`config.mk`:
```
export PLATFORM = sky130hd
export DESIGN_NAME = ffdiv_operand_decode
export DESIGN_NICKNAME = d
export VERILOG_FILES = /design/src/rtl/ffdiv_operand_decode.sv
export SDC_FILE = /design/constraint.sdc
export NUM_CORES = 1
export LEC_CHECK = 0
export CORE_MARGIN = 2
export CORE_UTILIZATION = 46
export CTS_CLUSTER_SIZE = 24
export DETAILED_ROUTE_END_ITERATION = 16
export PLACE_DENSITY = 0.75
export RECOVER_POWER = 100
export SLEW_MARGIN = 5
export SYNTH_ARGS = -nofsm -noshare
export SYNTH_HDL_FRONTEND = slang
export SYNTH_SLANG_ARGS = --single-unit
```
`constraint.sdc`:
```
create_clock -name clk -period 1.9 [get_ports clk]
set_input_delay 0.285 -clock clk [delete_from_list [all_inputs] [get_ports clk]]
set_output_delay 0.285 -clock clk [all_outputs]
set_load 0.02 [all_outputs]
```
`src/rtl/ffdiv_operand_decode.sv`:
```
// ffdiv_operand_decode: FP32 divider operand classifier/normalizer; define FFDIV_DAZ_EN to treat denormals as zero
module ffdiv_operand_decode #(
    parameter int OPERAND_WIDTH     = 32,
    parameter int FRACTION_WIDTH    = 23,
    parameter int SIGNIFICAND_WIDTH = 24,
    parameter int UNB_EXP_WIDTH     = 10,
    parameter int BIASING_CONSTANT  = 127
) (
    input  logic                         clk,
    input  logic                         rst,
    input  logic                         en,
    input  logic                         op_valid,
    output logic                         op_ready,
    input  logic [OPERAND_WIDTH-1:0]     op1,
    input  logic [OPERAND_WIDTH-1:0]     op2,
    input  logic                         div_ready,
    output logic                         dec_valid,
    output logic                         sign1,
    output logic                         sign2,
    output logic [SIGNIFICAND_WIDTH-1:0] sgfnd1,
    output logic [SIGNIFICAND_WIDTH-1:0] sgfnd2,
    output logic [UNB_EXP_WIDTH-1:0]     unb_exp1,
    output logic [UNB_EXP_WIDTH-1:0]     unb_exp2,
    output logic                         is_norm1,
    output logic                         is_norm2,
    output logic                         is_denorm1,
    output logic                         is_denorm2,
    output logic [OPERAND_WIDTH-1:0]     res_nan,
    output logic                         res_indet,
    output logic                         res_inf,
    output logic                         res_zero
);
    localparam int EW = OPERAND_WIDTH - FRACTION_WIDTH - 1;
    localparam int SW = SIGNIFICAND_WIDTH;
    localparam int UW = UNB_EXP_WIDTH;

    typedef enum logic [1:0] {IDLE, CLASSIFY, NORM, PRESENT} state_t;
    state_t state, next;

    logic [OPERAND_WIDTH-1:0] op_r [2];
    logic [SW-1:0] sg [2];
    logic [UW-1:0] ex [2];
    logic [SW-1:0] cls_sg [2];
    logic [SW-1:0] nrm_sg [2];
    logic [UW-1:0] cls_ex [2];
    logic [UW-1:0] nrm_ex [2];
    logic [1:0] nan, inf, zero, den, norm, fin, fnz, shift, nrm_done;
    logic [4:0] cnt;
    logic any_nan, indet;

    for (genvar i = 0; i < 2; i++) begin : g_op
        logic [EW-1:0] e;
        logic [FRACTION_WIDTH-1:0] f;
        assign e = op_r[i][OPERAND_WIDTH-2 -: EW];
        assign f = op_r[i][FRACTION_WIDTH-1:0];
        assign nan[i]  = &e & |f;
        assign inf[i]  = &e & ~|f;
        assign norm[i] = |e & ~&e;
`ifdef FFDIV_DAZ_EN
        assign den[i]  = 1'b0;
        assign zero[i] = ~|e;
`else
        assign den[i]  = ~|e & |f;
        assign zero[i] = ~|e & ~|f;
`endif
        assign fin[i] = ~nan[i] & ~inf[i];
        assign fnz[i] = norm[i] | den[i];
        assign cls_sg[i] = norm[i] ? {1'b1, f} : den[i] ? {1'b0, f} : '0;
        assign cls_ex[i] = norm[i] ? UW'(e) - UW'(BIASING_CONSTANT) : den[i] ? UW'(1 - BIASING_CONSTANT) : '0;
        // Zeros never shift; a nonzero significand moves up until the hidden bit is set
        assign shift[i] = |sg[i] & ~sg[i][SW-1];
        assign nrm_sg[i] = shift[i] ? sg[i] << 1 : sg[i];
        assign nrm_ex[i] = shift[i] ? ex[i] - UW'(1) : ex[i];
        assign nrm_done[i] = ~|nrm_sg[i] | nrm_sg[i][SW-1];
    end

    assign any_nan = |nan;
    assign indet = ~any_nan & ((zero[0] & zero[1]) | (inf[0] & inf[1]));

    always_ff @(posedge clk) begin
        if (rst)
            state <= IDLE;
        else if (en)
            state <= next;
    end

    always_comb begin
        next = state;
        case (state)
            IDLE:     next = op_valid ? CLASSIFY : IDLE;
            CLASSIFY: next = |den ? NORM : PRESENT;
            NORM:     next = (&nrm_done || cnt == 5'd22) ? PRESENT : NORM;
            PRESENT:  next = (div_ready && dec_valid) ? IDLE : PRESENT;
            default:  next = IDLE;
        endcase
    end

    always_comb op_ready = (state == IDLE) & en;

    always_ff @(posedge clk) begin
        if (rst) begin
            op_r       <= '{default: '0};
            sg         <= '{default: '0};
            ex         <= '{default: '0};
            cnt        <= '0;
            dec_valid  <= 1'b0;
            sign1      <= 1'b0;
            sign2      <= 1'b0;
            is_norm1   <= 1'b0;
            is_norm2   <= 1'b0;
            is_denorm1 <= 1'b0;
            is_denorm2 <= 1'b0;
            res_nan    <= '0;
            res_indet  <= 1'b0;
            res_inf    <= 1'b0;
            res_zero   <= 1'b0;
        end else if (en) begin
            if (state == IDLE && op_valid) begin
                op_r[0] <= op1;
                op_r[1] <= op2;
            end
            if (state == CLASSIFY) begin
                sg         <= cls_sg;
                ex         <= cls_ex;
                cnt        <= '0;
                sign1      <= op_r[0][OPERAND_WIDTH-1];
                sign2      <= op_r[1][OPERAND_WIDTH-1];
                is_norm1   <= norm[0];
                is_norm2   <= norm[1];
                is_denorm1 <= den[0];
                is_denorm2 <= den[1];
                res_nan    <= nan[0] ? op_r[0] | OPERAND_WIDTH'(1) << (FRACTION_WIDTH - 1) :
                              nan[1] ? op_r[1] | OPERAND_WIDTH'(1) << (FRACTION_WIDTH - 1) : '0;
                res_indet  <= indet;
                res_inf    <= ~any_nan & ~indet & ((inf[0] & fin[1]) | (fnz[0] & zero[1]));
                res_zero   <= ~any_nan & ~indet & ((zero[0] & fnz[1]) | (fin[0] & inf[1]));
            end
            if (state == NORM) begin
                sg  <= nrm_sg;
                ex  <= nrm_ex;
                cnt <= cnt + 5'd1;
            end
            // Valid trails the PRESENT state by one edge and drops with the completion pulse
            dec_valid <= state == PRESENT && !(div_ready && dec_valid);
        end
    end

    assign sgfnd1   = sg[0];
    assign sgfnd2   = sg[1];
    assign unb_exp1 = ex[0];
    assign unb_exp2 = ex[1];
endmodule

```
### Word-level counts from Yosys, hierarchy flattened

Index checks and enable logic that the tools add are counted.

| storage, ports and cells | value |
|---|---|
| register bits after elaboration | 181 |
| input port bits | 69 |
| output and inout port bits | 111 |
| logic and storage cells | 128 |

| cells by class | value |
|---|---|
| $add $sub $neg | 5 |
| eq/ne operators | 6 |
| mux-type cells | 25 |
| bitwise logic cells | 40 |
| reductions and logical operators | 33 |

Operators with widths:

| kind | number |
|---|---|
| two-way mux 24 bit | 4 |
| two-way mux 48 bit | 2 |
| OR reduction 24 bit | 4 |
| two-way mux 32 bit | 2 |
| two-way mux 10 bit | 6 |
| two-way mux 23 bit | 2 |
| OR reduction 23 bit | 2 |
| two-way mux 20 bit | 2 |
| bitwise AND 1 bit | 25 |
| subtractor 10 x 1 -> 10 bit, second input constant | 2 |
| subtractor 8 x 7 -> 9 bit, second input constant | 2 |
| AND reduction 8 bit | 2 |
| OR reduction 8 bit | 2 |
| two-way mux 5 bit | 2 |
| zero test 1 bit | 9 |
| inverter 1 bit | 8 |
| one-hot mux 2 bit (4 select lines) | 1 |
| AND reduction 2 bit | 4 |
| bitwise OR 1 bit | 7 |
| AND reduction 3 bit | 2 |
| adder 5 x 1 -> 5 bit, second input constant | 1 |
| equality test 5 bit, second input constant | 1 |
| equality test 2 bit, second input constant | 2 |
| != test 2 bit, second input constant | 2 |
| 8 further kinds | 13 |

### Logic depth before layout (Yosys ltp)

| logic depth | value |
|---|---|
| word-level depth | 10 |
| mapped depth | 9 |
| gate-level depth less buffers | 8 |

### Least setup slack after synthesis

OpenSTA, ideal clock, no wires.

| timing | value |
|---|---|
| kind | register to register |
| from | register state[0] |
| to | register sg, in the netlist sgfnd1[3] |
| setup time | 133 ps |
| data arrival time | 1901 ps |
| required time | 1767 ps |
| path slack | -133 ps |
| cell stages (with the launch flop) | 10 |
| path buffers | 2 |
| period minus slack after synthesis | 2033 ps |
| cells stage by stage | dfxtp_1 > inv_1 > ha_1 > and2_1 > buf_2 > nand2_1 > or3_2 > buf_6 > nor2_1 > nor4_2 |

| on the way | value |
|---|---|
| word-level cells in the longest chain between the ends | 3 |
| elaborated cells between the ends (all ways) | 5 |
| classes of those cells | eq/ne (2); mux (1); reduce/logical (2) |

RTL lines:

| what | RTL line | RTL |
|---|---|---|
| start, declared | 38 | `state_t state, next;` |
| start signal, assigned | 84 | `state <= next;` |
| equality test 2 x 1 -> 1 bit or equality test 2 bit (tied branches) | 122, 138 |  |
| nonzero test 2 bit (no line) | - |  |
| AND reduction 2 bit (no line) | - |  |
| end signal, assigned | 123 | `sg <= cls_sg;` |
| end signal, assigned | 139 | `sg <= nrm_sg;` |
| end, declared | 41 | `logic [SW-1:0] sg [2];` |

Several ways; a longest one is shown, not always the timed one.
A chain may end at the register's enable or synchronous reset.

### Worst setup path after layout

| timing | value |
|---|---|
| from | register sg, in the netlist sgfnd2[17] |
| to | register state[0] |

| on the way | value |
|---|---|
| word-level cells in the longest chain between the ends | 10 |

RTL lines:

| what | RTL line | RTL |
|---|---|---|
| OR reduction 24 bit | 71 | `assign shift[i] = \|sg[i] & ~sg[i][SW-1];` |
| bitwise AND 1 bit | 71 |  |
| two-way mux 24 bit * | 72 | `assign nrm_sg[i] = shift[i] ? sg[i] << 1 : sg[i];` |
| OR reduction 24 bit | 74 | `assign nrm_done[i] = ~\|nrm_sg[i] \| nrm_sg[i][SW-1];` |
| zero test 1 bit | 74 |  |
| bitwise OR 1 bit * | 74 |  |
| AND reduction 2 bit * | 92 | `NORM: next = (&nrm_done \|\| cnt == 5'd22) ? PRESENT : NORM;` |
| logical OR 1 bit * | 92 |  |
| two-way mux 1 bit * | 92 |  |
| one-hot mux 2 bit (4 select lines) * | 89 | `case (state)` |

Mark *: on every way between the ends. The rest lies on a longest branch, timed or not.

==> results.toml <==
[run_status]
status = "finished with violations"
violations = "negative setup slack"

[global_routing]
grt_pass1_vias = 8999
grt_max_degree = 72
grt_pass1_wl_um = 47370
grt_use_total_pct = 31.99
grt_overflow = 0
antenna_found_initial = 0

[sta]
hold_slack_ps = 383.3
relSlewSlack_pct = 57.05
period_minus_slack_ps = 2210
worst_slack_ps = -309.9
fmax_mhz = 452.5
rsz0062_at_grt = "true"
clock-skew-final_ps = 10.26
finalSetupViolations = 100
period_share_pct = 116.3
finalHoldViolations = 0
slew_violations = 0
tightest_slew_ps = 642.1

[route]
antenna_left = 0
wl_per_cell_um = 22.84
drc = 0
finalWirelength_um = 37410
route.vias.total = 10489
drt-pass1-iter-count = 8
detail_route.vias_per_cell = 6.404
drt_iter0_markers = 1298

[hold_path]
hold_class = "in -> reg"
worstHoldStart = "rst"
min_to = "g_op[0].f[1]"
holdPathStages = 3

[floorplan]
rows = 48
start_util_pct = 47.42
die_area_um2 = 19040
die_height_um = 138.0
core_um2 = 17420
pin_count = 180
die_w_um = 138.0

[logic_synthesis]
ys.flop_type = "dfxtp_1"
yosys.area_share.adder_pct = 1.969
synth-async-reset-ratio_pct = 0
synth-xor-area-share_pct = 1.485
synth_cell_types = 65
synth-simple-area-share_pct = 26.84
muxShareOfSynthArea_pct = 0.3636
yosys_warnings = 0
netlist_area_um2 = 8259
ys_ff_latch = 181
syn-mean-instance-area_um2 = 7.806
synth-compound-area-share_pct = 20.71
syn_inst = 1058
synth_edf_count = 0
ys_seq_area_share_pct = 43.87
synth_top_family_by_area = "simple AND/OR/NAND/NOR gates"
syn-num-nets = 1140

[worst_setup_path]
cp_slowest_cell = "a2111oi_0"
crit_path_end_kind = "register"
r2r_end = "state[0]"
critPathMaxStageDelay_ps = 520
reg2reg_depth = 7
crit_type = "reg -> reg"
worstPathMaxFanout = 3
cp-start-kind = "register"
r2r-start = "sgfnd2[17]"
worstPathRequired_ps = 2280
r2r_slack_ps = -310
cp_data_arrival_time_ps = 2590
crit_chain = "nor4_1 -> nand4_1 -> buf_4 -> o21ai_1 -> o31ai_1 -> a2111oi_0 -> a221o_1"
crit_path_start = "sgfnd2[17]"

[clock_network]
htreeDepth = 4
clk_latency_ps = 440
clkTransAtPathRegs_ps = 70
clock_path_buffers = 2
cts_tree = "yes"
cts_root_buf = "clkbuf_16"
cts_inserted_buffers = 17
cts.sinks = 181

[run]
maxCapViolations = 0

[place]
dp_slack_ps = -490.8
portBuffers = 179
hpwl_um = 20460
gp_congestion = 0.8859
post-place-cells = 1565

[final_layout]
post-route-util_pct = 78.69
drive_above_1_share_pct = 31.14
final_cell_mix = "nand2_1, clkdlybuf4s50_1, buf_4, dfxtp_1, nor2_1"
antenna_cells = 0
instances_no_fill = 1638
final_nets = 1482
area_delta_synth_final_pct = 65.93

[power_and_ir_drop]
ir_worst_vdd_uv = 690.6
finalPower_mw = 11.74
leakage_nw = 5.399
p_per_area_nw_per_um2 = 857.0
-- routing by layer --
| layer | track usage, % | routed length [um] |
|---|---|---|
| met3 | 6.689 | 4024 |
| met2 | 50.55 | 17750 |
| met4 | 13.49 | 2207 |
| met1 | 42.45 | 13420 |
| met5 | 0 | 0 |
-- cell usage after synthesis, types with 3 or more instances --
cell	number	area share [%]
a211oi_1	3	0.27
a21oi_1	144	8.7
a221oi_1	20	2.1
a221oi_2	7	1.3
a31oi_1	4	0.30
and2_1	4	0.30
and3_1	6	0.45
buf_1	5	0.23
buf_2	14	0.85
buf_6	4	0.55
clkbuf_1	52	2.4
dfxtp_1	181	44
ha_1	13	2.0
inv_1	16	0.73
mux2i_1	3	0.36
nand2_1	183	8.3
nand2b_1	4	0.30
nand3_1	16	0.97
nand3b_1	3	0.27
nand4_1	11	0.83
nor2_1	148	6.7
nor3_1	15	0.91
nor3_4	3	0.59
nor4_1	66	5.0
o211ai_1	7	0.64
o21a_1	9	0.82
o21ai_0	43	2.6
o22ai_1	5	0.38
o31a_1	3	0.32
o31ai_1	5	0.45
o32ai_1	5	0.53
or3_1	6	0.45
xnor2_1	7	0.74
xor2_1	7	0.74
-- flip-flops by register name (all words and copies together), names as in the netlist, 2 cells and up --
signal	flops
g_op.f	46
res_nan	32
sgfnd1	24
sgfnd2	24
g_op.e	16
unb_exp1	10
unb_exp2	10
cnt	5
op_r	2
state	2
-- timing repair --
item	CTS	global route
cloned	5	6
setup endpoints to repair	102	105
endpoints found under the hold margin	0	0
buffers inserted	18	14
pin swaps	34	113
resized for setup	64	202
hold buffers	0	0
-- critical path, delay by kind of cell (launching register included) --
family	cells	cell delay, ps
buf+inv	1	190
simple gates	2	580
compound gates	4	1070
flops	1	310
-- cell families (layout without fill, tap and decap cells) --
group	after synthesis	count (layout)
and+or+nand+nor	481	485
adders and majority gates	13	13
buffers and inverters	92	443
xor gates and xnor gates	14	14
muxes	3	3
DFF	181	181
AOI/OAI and AO/OA	274	274
-- worst max-delay path by stage --
stage	endpoint	slack [ps]
after floorplan	res_nan[14]	0.6
after global placement	res_nan[23]	-400
after detailed placement	res_nan[23]	-490
after CTS	state[0]	-90
after global routing	state[0]	-460
final	state[0]	-310
-- area by class of cell --
| cell class | instances | area (um2) |
|---|---|---|
| fillers | 1027 | 3712 |
| clock inverters | 14 | 246.5 |
| clock buffers | 18 | 429.2 |
| flip-flops and latches | 181 | 3649 |
| inverters | 17 | 66.31 |
| multi-input cells | 789 | 5295 |
| repair buffers | 394 | 3737 |
| well taps | 225 | 281.5 |
-- power by group --
part	switching (mW)	internal (mW)
registers	0.228	4.03
logic	1.81	1.55
clock network	1.64	2.49
-- through the flow --
step | cell area, um2 | TNS, ps
4_1_cts | 12630 | -1330
6_report | 13700 | -14950
2_1_floorplan | 8265 | 0
3_5_place_dp | 11480 | -20890
3_3_place_gp | 11480 | -17590
5_1_grt | 13700 | -21430
No activity file was read; power rests on OpenSTA's default activity.
